<file path="src/rtl/alu_issue_unit.sv">
// Issue front end for the combinational ALU: registers a request, lets the
// ALU settle for one cycle, captures the result and holds it until taken.
module alu_issue_unit #(
   parameter int WIDTH = 32,
   parameter int CNT_W = 16
) (
   input  logic             clk,
   input  logic             rst,
   input  logic             req_valid,
   output logic             req_ready,
   input  logic [2:0]       req_op,
   input  logic [WIDTH-1:0] req_a,
   input  logic [WIDTH-1:0] req_b,
   output logic [WIDTH-1:0] alu_a,
   output logic [WIDTH-1:0] alu_b,
   output logic [2:0]       alu_op,
   input  logic [WIDTH-1:0] alu_result,
   input  logic             alu_zero,
   output logic             rsp_valid,
   input  logic             rsp_ready,
   output logic [WIDTH-1:0] rsp_result,
   output logic             rsp_zero,
   output logic             rsp_err,
   output logic             busy,
   output logic [CNT_W-1:0] op_count
);

   typedef enum logic [1:0] {
      IDLE = 2'd0,
      EXEC = 2'd1,
      RESP = 2'd2
   } state_t;

   state_t           state_q, state_d;
   logic [WIDTH-1:0] a_q, a_d;
   logic [WIDTH-1:0] b_q, b_d;
   logic [2:0]       op_q, op_d;
   logic             ill_q, ill_d;
   logic [WIDTH-1:0] res_q, res_d;
   logic             zero_q, zero_d;
   logic             err_q, err_d;
   logic [CNT_W-1:0] cnt_q, cnt_d;

   always_ff @(posedge clk or posedge rst) begin
      if (rst) begin
         state_q <= IDLE;
         a_q     <= '0;
         b_q     <= '0;
         op_q    <= 3'b000;
         ill_q   <= 1'b0;
         res_q   <= '0;
         zero_q  <= 1'b0;
         err_q   <= 1'b0;
         cnt_q   <= '0;
      end else begin
         state_q <= state_d;
         a_q     <= a_d;
         b_q     <= b_d;
         op_q    <= op_d;
         ill_q   <= ill_d;
         res_q   <= res_d;
         zero_q  <= zero_d;
         err_q   <= err_d;
         cnt_q   <= cnt_d;
      end
   end

   always_comb begin
      state_d = state_q;
      a_d     = a_q;
      b_d     = b_q;
      op_d    = op_q;
      ill_d   = ill_q;
      res_d   = res_q;
      zero_d  = zero_q;
      err_d   = err_q;
      cnt_d   = cnt_q;
      unique case (state_q)
         IDLE: begin
            if (req_valid) begin
               state_d = EXEC;
               a_d     = req_a;
               b_d     = req_b;
               ill_d   = req_op[2] & req_op[1];
               // illegal codes never reach the ALU; it sees a harmless add
               op_d    = ill_d ? 3'b000 : req_op;
               err_d   = 1'b0;
            end
         end
         EXEC: begin
            state_d = RESP;
            if (ill_q) begin
               res_d  = '0;
               zero_d = 1'b1;
               err_d  = 1'b1;
            end else begin
               res_d  = alu_result;
               zero_d = alu_zero;
               err_d  = 1'b0;
            end
         end
         RESP: begin
            if (rsp_ready) begin
               state_d = IDLE;
               cnt_d   = cnt_q + CNT_W'(1);
            end
         end
         default: state_d = IDLE;
      endcase
   end

   // reset gates ready so nothing is offered while the unit is held
   assign req_ready  = (state_q == IDLE) & ~rst;
   assign rsp_valid  = (state_q == RESP);
   assign busy       = (state_q != IDLE);
   assign alu_a      = a_q;
   assign alu_b      = b_q;
   assign alu_op     = op_q;
   assign rsp_result = res_q;
   assign rsp_zero   = zero_q;
   assign rsp_err    = err_q;
   assign op_count   = cnt_q;

endmodule

</file>
<file path="config.mk">
export PLATFORM = sky130hd
export DESIGN_NAME = alu_issue_unit
export DESIGN_NICKNAME = d
export VERILOG_FILES = /design/src/rtl/alu_issue_unit.sv
export SDC_FILE = /design/constraint.sdc
export NUM_CORES = 1
export LEC_CHECK = 0
export CORE_MARGIN = 2
export CORE_UTILIZATION = 37
export DETAILED_ROUTE_END_ITERATION = 7
export GPL_TIMING_DRIVEN = 0
export PLACE_DENSITY = 0.83
export SLEW_MARGIN = 10
export SYNTH_ARGS = -nofsm -noshare
export SYNTH_HDL_FRONTEND = slang
export SYNTH_SLANG_ARGS = --single-unit
export TNS_END_PERCENT = 1
</file>
<file path="constraint.sdc">
create_clock -name clk -period 4.22 [get_ports clk]
set_clock_uncertainty 0.15 [all_clocks]
set_input_delay 0.844 -clock clk [delete_from_list [all_inputs] [get_ports clk]]
set_output_delay 0.844 -clock clk [all_outputs]
set_load 0.01 [all_outputs]
</file>
==> flow_metrics.tcl, run 1 <==
set metrics [dict create \
    syn_area_per_cell_um2 9.32 \
    grt_pass1_vias 4297 \
    p_leak_nw 3.67 \
    vias 4173 \
    hold_violations 0 \
    syn_nets 609 \
    cts_tree "done" \
    tns_ps 0 \
    period_needed_ps 3010 \
    overflow 0 \
    crit_slowest_cell "clkdlybuf4s50_1" \
    end_kind "primary output" \
    fmax_mhz 332 \
    worst_pin_slew_ps 693 \
    clock_sinks 120 \
    regToRegStartpoint "state_q[1]" \
    yosys.area_share.adder 0.00266 \
    cts-root-buf "clkbuf_16" \
    worstHoldStart "alu_b[3]" \
    die-area_mm2 0.0136 \
    synthMuxAreaShare 0.00240 \
    cts_htree_levels 4 \
    dpl.hpwl_mm 9.72 \
    yosysUniqueCellTypes 24 \
    rr_endpoint "ill_q" \
    relSlewSlack 0.538 \
    row_count 41 \
    post-place-cells 900 \
    cts_max_path_buffers 2 \
    synthCells 504 \
    cp_slowest_stage_delay_ps 550 \
    slew_violations 0 \
    wl_per_cell_um 14.2 \
    outcome "finished clean" \
    synth_area_mm2 0.00470 \
    insertion_delay_ps 400 \
    diodes 0 \
    core_area_mm2 0.0125 \
    dieHeight_um 117 \
    p_sw_frac 0.335 \
    drtIter0Drc 219 \
    clk_pin_slew_ps 50 \
    ys_warn_count 0 \
    combPwrFrac 0.415 \
    grt_pass1_wl_mm 20.9 \
    path_cells "clkdlybuf4s50_1 > nor2_1 > clkdlybuf4s50_1" \
    rr_worst_depth 4 \
    post_drt_via_cell_ratio 4.49 \
    gr-usage-all-layers 0.201 \
    synth-edff-count 0 \
    antenna_found_initial 0 \
    r2r_slack_ps 2340 \
    grt_max_degree 62 \
    final_cells 929 \
    min_path_type "reg2reg" \
    post_cts_buffers 0 \
    crit_arrival_ps 2020 \
    synth_xor_area_frac 0.0280 \
    critPathMaxFanout 2 \
    synth-simple-area-share 0.261 \
    cp.required_ps 3230 \
    finalCritPeriodShare 0.714 \
    cts_inserted_buffers 17 \
    postCtsResizedCells 0 \
    final-setup-viol-count 0 \
    crit_top_cell "clkdlybuf4s50_1" \
    p_clk_frac 0.233 \
    power_frac_seq 0.353 \
    drc_errors 0 \
    io_pins 224 \
    min_path_cells 2 \
    numPortBuffers 223 \
    p_int_mw 3.61 \
    maxCapViolCount 0 \
    ir_drop_mv 0.370 \
    cp-start-kind "input pin" \
    rsz0062_at_grt "false" \
    hold_buffers 0 \
    power_density_mw_per_mm2 706 \
    synth_top_family_by_area "simple AND/OR/NAND/NOR gates" \
    synth_compound_area_frac 0.0384 \
    drive_above_1_share 0.0568 \
    drtAntennaViolNets 0 \
    p_sw_mw 1.82 \
    start_util 0.375 \
    async_flop_share 1.00 \
    drt_first_pass_iters 4 \
    die_w_um 117 \
    gp_congestion 0.780 \
    area_growth_pct 63.8 \
    worstSetupPathType "in2out" \
    ys.flop_type "dfrtp_1" \
    finalNetCount 852 \
    synth.ff_latch_count 120 \
    seq_area_frac_synth 0.639 \
    drt-total-wl_mm 13.2 \
    hold_end "alu_b[3]" \
]
==> critical path, delay by kind of cell <==
kind,cells,cell delay (ps)
buf+inv,2,1040
simple gates,1,140
==> metrics by stage <==
step | hold slack [ps] | worst slack, ps | total power [mW] | cell area (um^2) | utilization
2_1_floorplan | 322 | 40.2 | 2.85 | 4700 | -
3_3_place_gp | 303 | -1760 | 4.15 | 7140 | 0.571
3_5_place_dp | 311 | 1200 | 4.21 | 7180 | 0.573
4_1_cts | 323 | 1200 | 5.50 | 7690 | 0.614
5_1_grt | 331 | 1160 | 5.82 | 7690 | 0.614
6_report | 318 | 1210 | 5.43 | 7690 | 0.614
==> cells in the final DEF (no fill, tap or decap) <==
cell	count
and3_1	2
ha_1	1
buf_16	1
clkbuf_16	17
clkdlybuf4s50_1	223
nand3b_1	2
or2_2	1
mux2_2	1
o21ai_0	36
nand4b_4	1
dfrtp_1	120
buf_2	6
xor2_1	4
xnor2_1	11
nand3_1	7
clkinv_2	4
nand2b_1	1
inv_2	1
inv_6	1
clkbuf_1	21
inv_1	4
buf_4	2
nand4_4	1
and4_2	1
nor2_1	7
and2b_1	1
nor4_4	1
clkbuf_8	4
nor4_2	1
nand2_1	274
==> power groups by stage <==
stage	Combinational (mW)	Clock, mW	Sequential (mW)
6_report	2.25	1.26	1.92
3_5_place_dp	2.28	0	1.93
3_3_place_gp	2.23	0	1.92
5_1_grt	2.49	1.35	1.98
2_1_floorplan	0.705	0	2.14
4_1_cts	2.29	1.29	1.92
==> area by class of cell <==
class,count,area [um^2]
Multi-Input combinational cell,353,1560
Buffer,25,109
Timing Repair Buffer,224,2260
Fill cell,1065,4830
Clock buffer,25,495
Clock inverter,4,20.0
Inverter,6,27.5
Tap cell,172,215
Sequential cell,120,3000
==> per-layer routing <==
| metal | wire (um) | up-vias | global-route usage | share of wire |
|---|---|---|---|---|
| met5 | 0 | - | 0 | 0 |
| met4 | 259 | 0 | 0.0808 | 0.020 |
| met3 | 1200 | 22 | 0.0815 | 0.091 |
| met2 | 6280 | 162 | 0.329 | 0.48 |
| met1 | 5420 | 1935 | 0.237 | 0.41 |
| li1 | - | 2054 | - | - |
==> cell families after synthesis <==
kind of cell | Yosys count
buffers and inverters | 31
muxes | 1
xor gates and xnor gates | 15
AOI/OAI and AO/OA | 36
adders and majority gates | 1
DFF | 120
and+or+nand+nor | 300
==> worst max path at each step <==
stage                     depth (start not counted)  startpoint         to
after floorplan                                   1         rst   alu_a[0]
after global placement                            2         rst  alu_b[12]
after detailed placement                          3         rst  req_ready
after CTS                                         3         rst  req_ready
after global routing                              3         rst  req_ready
final                                             3         rst  req_ready
==> synth_stat cells, drive strengths merged, types with 4 or more instances <==
master,n,area share
xor2,4,0.0075
o21ai,36,0.038
inv,6,0.0048
nand3,7,0.0075
xnor2,11,0.021
nor2,7,0.0056
dfrtp,120,0.64
nand2,274,0.22
clkbuf,17,0.014
buf,8,0.0096
==> flip-flops by register name, indices dropped and copies added, names as in the netlist <==
register,cells
rsp_result,32
alu_b,32
ill_q,1
rsp_err,1
state_q,2
alu_a,32
rsp_zero,1
alu_op,3
op_count,16
No activity file was read; power rests on OpenSTA's default activity.
==> inputs of run 2 (changes only) <==
==> constraint.sdc (replaced) <==
create_clock -name clk -period 2.52 [get_ports clk]
set_clock_uncertainty 0.15 [all_clocks]
set_input_delay 0.504 -clock clk [delete_from_list [all_inputs] [get_ports clk]]
set_output_delay 0.504 -clock clk [all_outputs]
set_load 0.01 [all_outputs]
==> flow_metrics.tcl, run 2 (synthesized netlist as in run 1, its figures left out) <==
set metrics [dict create \
    drtAntennaViolNets 0 \
    hold_violations 0 \
    dpl.hpwl_mm 10.0 \
    cts_inserted_buffers 17 \
    cp.required_ps 1870 \
    post_drt_via_cell_ratio 4.52 \
    postCtsResizedCells 0 \
    crit_buf_inv 2 \
    period_needed_ps 2350 \
    power_density_mw_per_mm2 1220 \
    cts_htree_levels 4 \
    gr-usage-all-layers 0.204 \
    outcome "finished clean" \
    drt_first_pass_iters 4 \
    final-setup-viol-count 0 \
    path_cells "nor2_1 > inv_1 > nor2_1 > clkdlybuf4s50_1" \
    tns_ps 0 \
    fmax_mhz 425 \
    crit_top_cell "nor2_1" \
    finalCritPeriodShare 0.933 \
    overflow 0 \
    final_cells 935 \
    dieHeight_um 117 \
    antenna_found_initial 0 \
    die_w_um 117 \
    clk_pin_slew_ps 50 \
    rr_worst_depth 4 \
    cts_max_path_buffers 2 \
    crit_slowest_cell "clkdlybuf4s50_1" \
    final_common_cell "nand2_1" \
    relSlewSlack 0.547 \
    insertion_delay_ps 400 \
    clock_sinks 120 \
    cts-root-buf "clkbuf_16" \
    core_area_mm2 0.0125 \
    finalNetCount 854 \
    grt_pass1_vias 4230 \
    hold_buffers 0 \
    drive_above_1_share 0.0630 \
    rsz0062_at_grt "false" \
    crit_family "buffers and inverters" \
    design_area_mm2 0.00783 \
    crit_cells 4 \
    worst_pin_slew_ps 679 \
    drtIter0Drc 203 \
    worstSetupPathType "reg2out" \
    area_growth_pct 66.8 \
    critPathMaxFanout 4 \
    crit_arrival_ps 1700 \
    cts_tree "done" \
    min_path_cells 2 \
    dpl-instance-area_mm2 0.00721 \
    drt-total-wl_mm 13.5 \
    maxCapViolCount 0 \
    cp_slowest_stage_delay_ps 540 \
    ir_drop_mv 0.839 \
    wl_per_cell_um 14.5 \
    gp_congestion 0.806 \
    grt_max_degree 38 \
    p_leak_nw 3.73 \
    slew_violations 0 \
    row_count 41 \
    post_cts_buffers 0 \
    fillers 1059 \
    drc_errors 0 \
    cp-start-kind "register" \
    die-area_mm2 0.0136 \
    start_util 0.375 \
    min_path_type "reg2reg" \
    post-place-cells 902 \
    layout_common_cells "nand2_1 (274), clkdlybuf4s50_1 (223), dfrtp_1 (120)" \
    numPortBuffers 223 \
    end_kind "primary output" \
    vias 4223 \
    io_pins 224 \
    grt_pass1_wl_mm 21.0 \
]
==> run 2: tightest hold or removal path, delay by kind of cell, from the launching register on <==
kind / cells / cell delay (ps)
simple gates: 2 / 100
flops: 1 / 340
==> run 2: worst paths after layout <==
path                                 start           to  slack, ps
worst max-delay path            state_q[1]    req_ready        170
worst min-delay path             alu_op[2]    alu_op[2]        310
worst max register to register  state_q[1]        ill_q        650
worst min register to register   alu_op[2]    alu_op[2]        310
max in group asynchronous              rst    alu_b[18]        990
min in group asynchronous              rst  op_count[9]        430
==> run 2: area by class of cell <==
| type | instances | area (um^2) | share of cell area |
|---|---|---|---|
| Antenna cell | 1 | 2.50 | 0.000319 |
| Buffer | 25 | 109 | 0.0139 |
| Clock buffer | 24 | 482 | 0.0615 |
| Clock inverter | 8 | 143 | 0.0182 |
| Inverter | 6 | 26.3 | 0.00335 |
| Multi-Input combinational cell | 353 | 1560 | 0.199 |
| Sequential cell | 120 | 3000 | 0.383 |
| Tap cell | 172 | 215 | 0.0275 |
| Timing Repair Buffer | 226 | 2290 | 0.293 |
==> run 2: routing by layer <==
layer / global-route usage / up-vias / part of all wire
li1: - / 2062 / -
met1: 0.237 / 1971 / 0.40
met2: 0.337 / 173 / 0.49
met3: 0.0882 / 17 / 0.10
met4: 0.0784 / 0 / 0.013
met5: 0 / - / 0
==> run 2: power by group <==
part	total, mW	internal (mW)	switching (mW)
Sequential	3.23	2.75	0.481
Clock	2.55	1.73	0.820
Combinational	3.79	1.97	1.82
==> run 2: per-stage QoR <==
| step | hold slack [ps] | util | power [mW] | worst slack (ps) |
|---|---|---|---|---|
| 2_1_floorplan | 322 | - | 4.77 | 397 |
| 3_3_place_gp | 301 | 0.571 | 6.97 | -801 |
| 3_5_place_dp | 305 | 0.576 | 7.09 | 162 |
| 4_1_cts | 317 | 0.626 | 9.69 | 151 |
| 5_1_grt | 333 | 0.626 | 10.2 | 30.5 |
| 6_report | 315 | 0.626 | 9.57 | 169 |
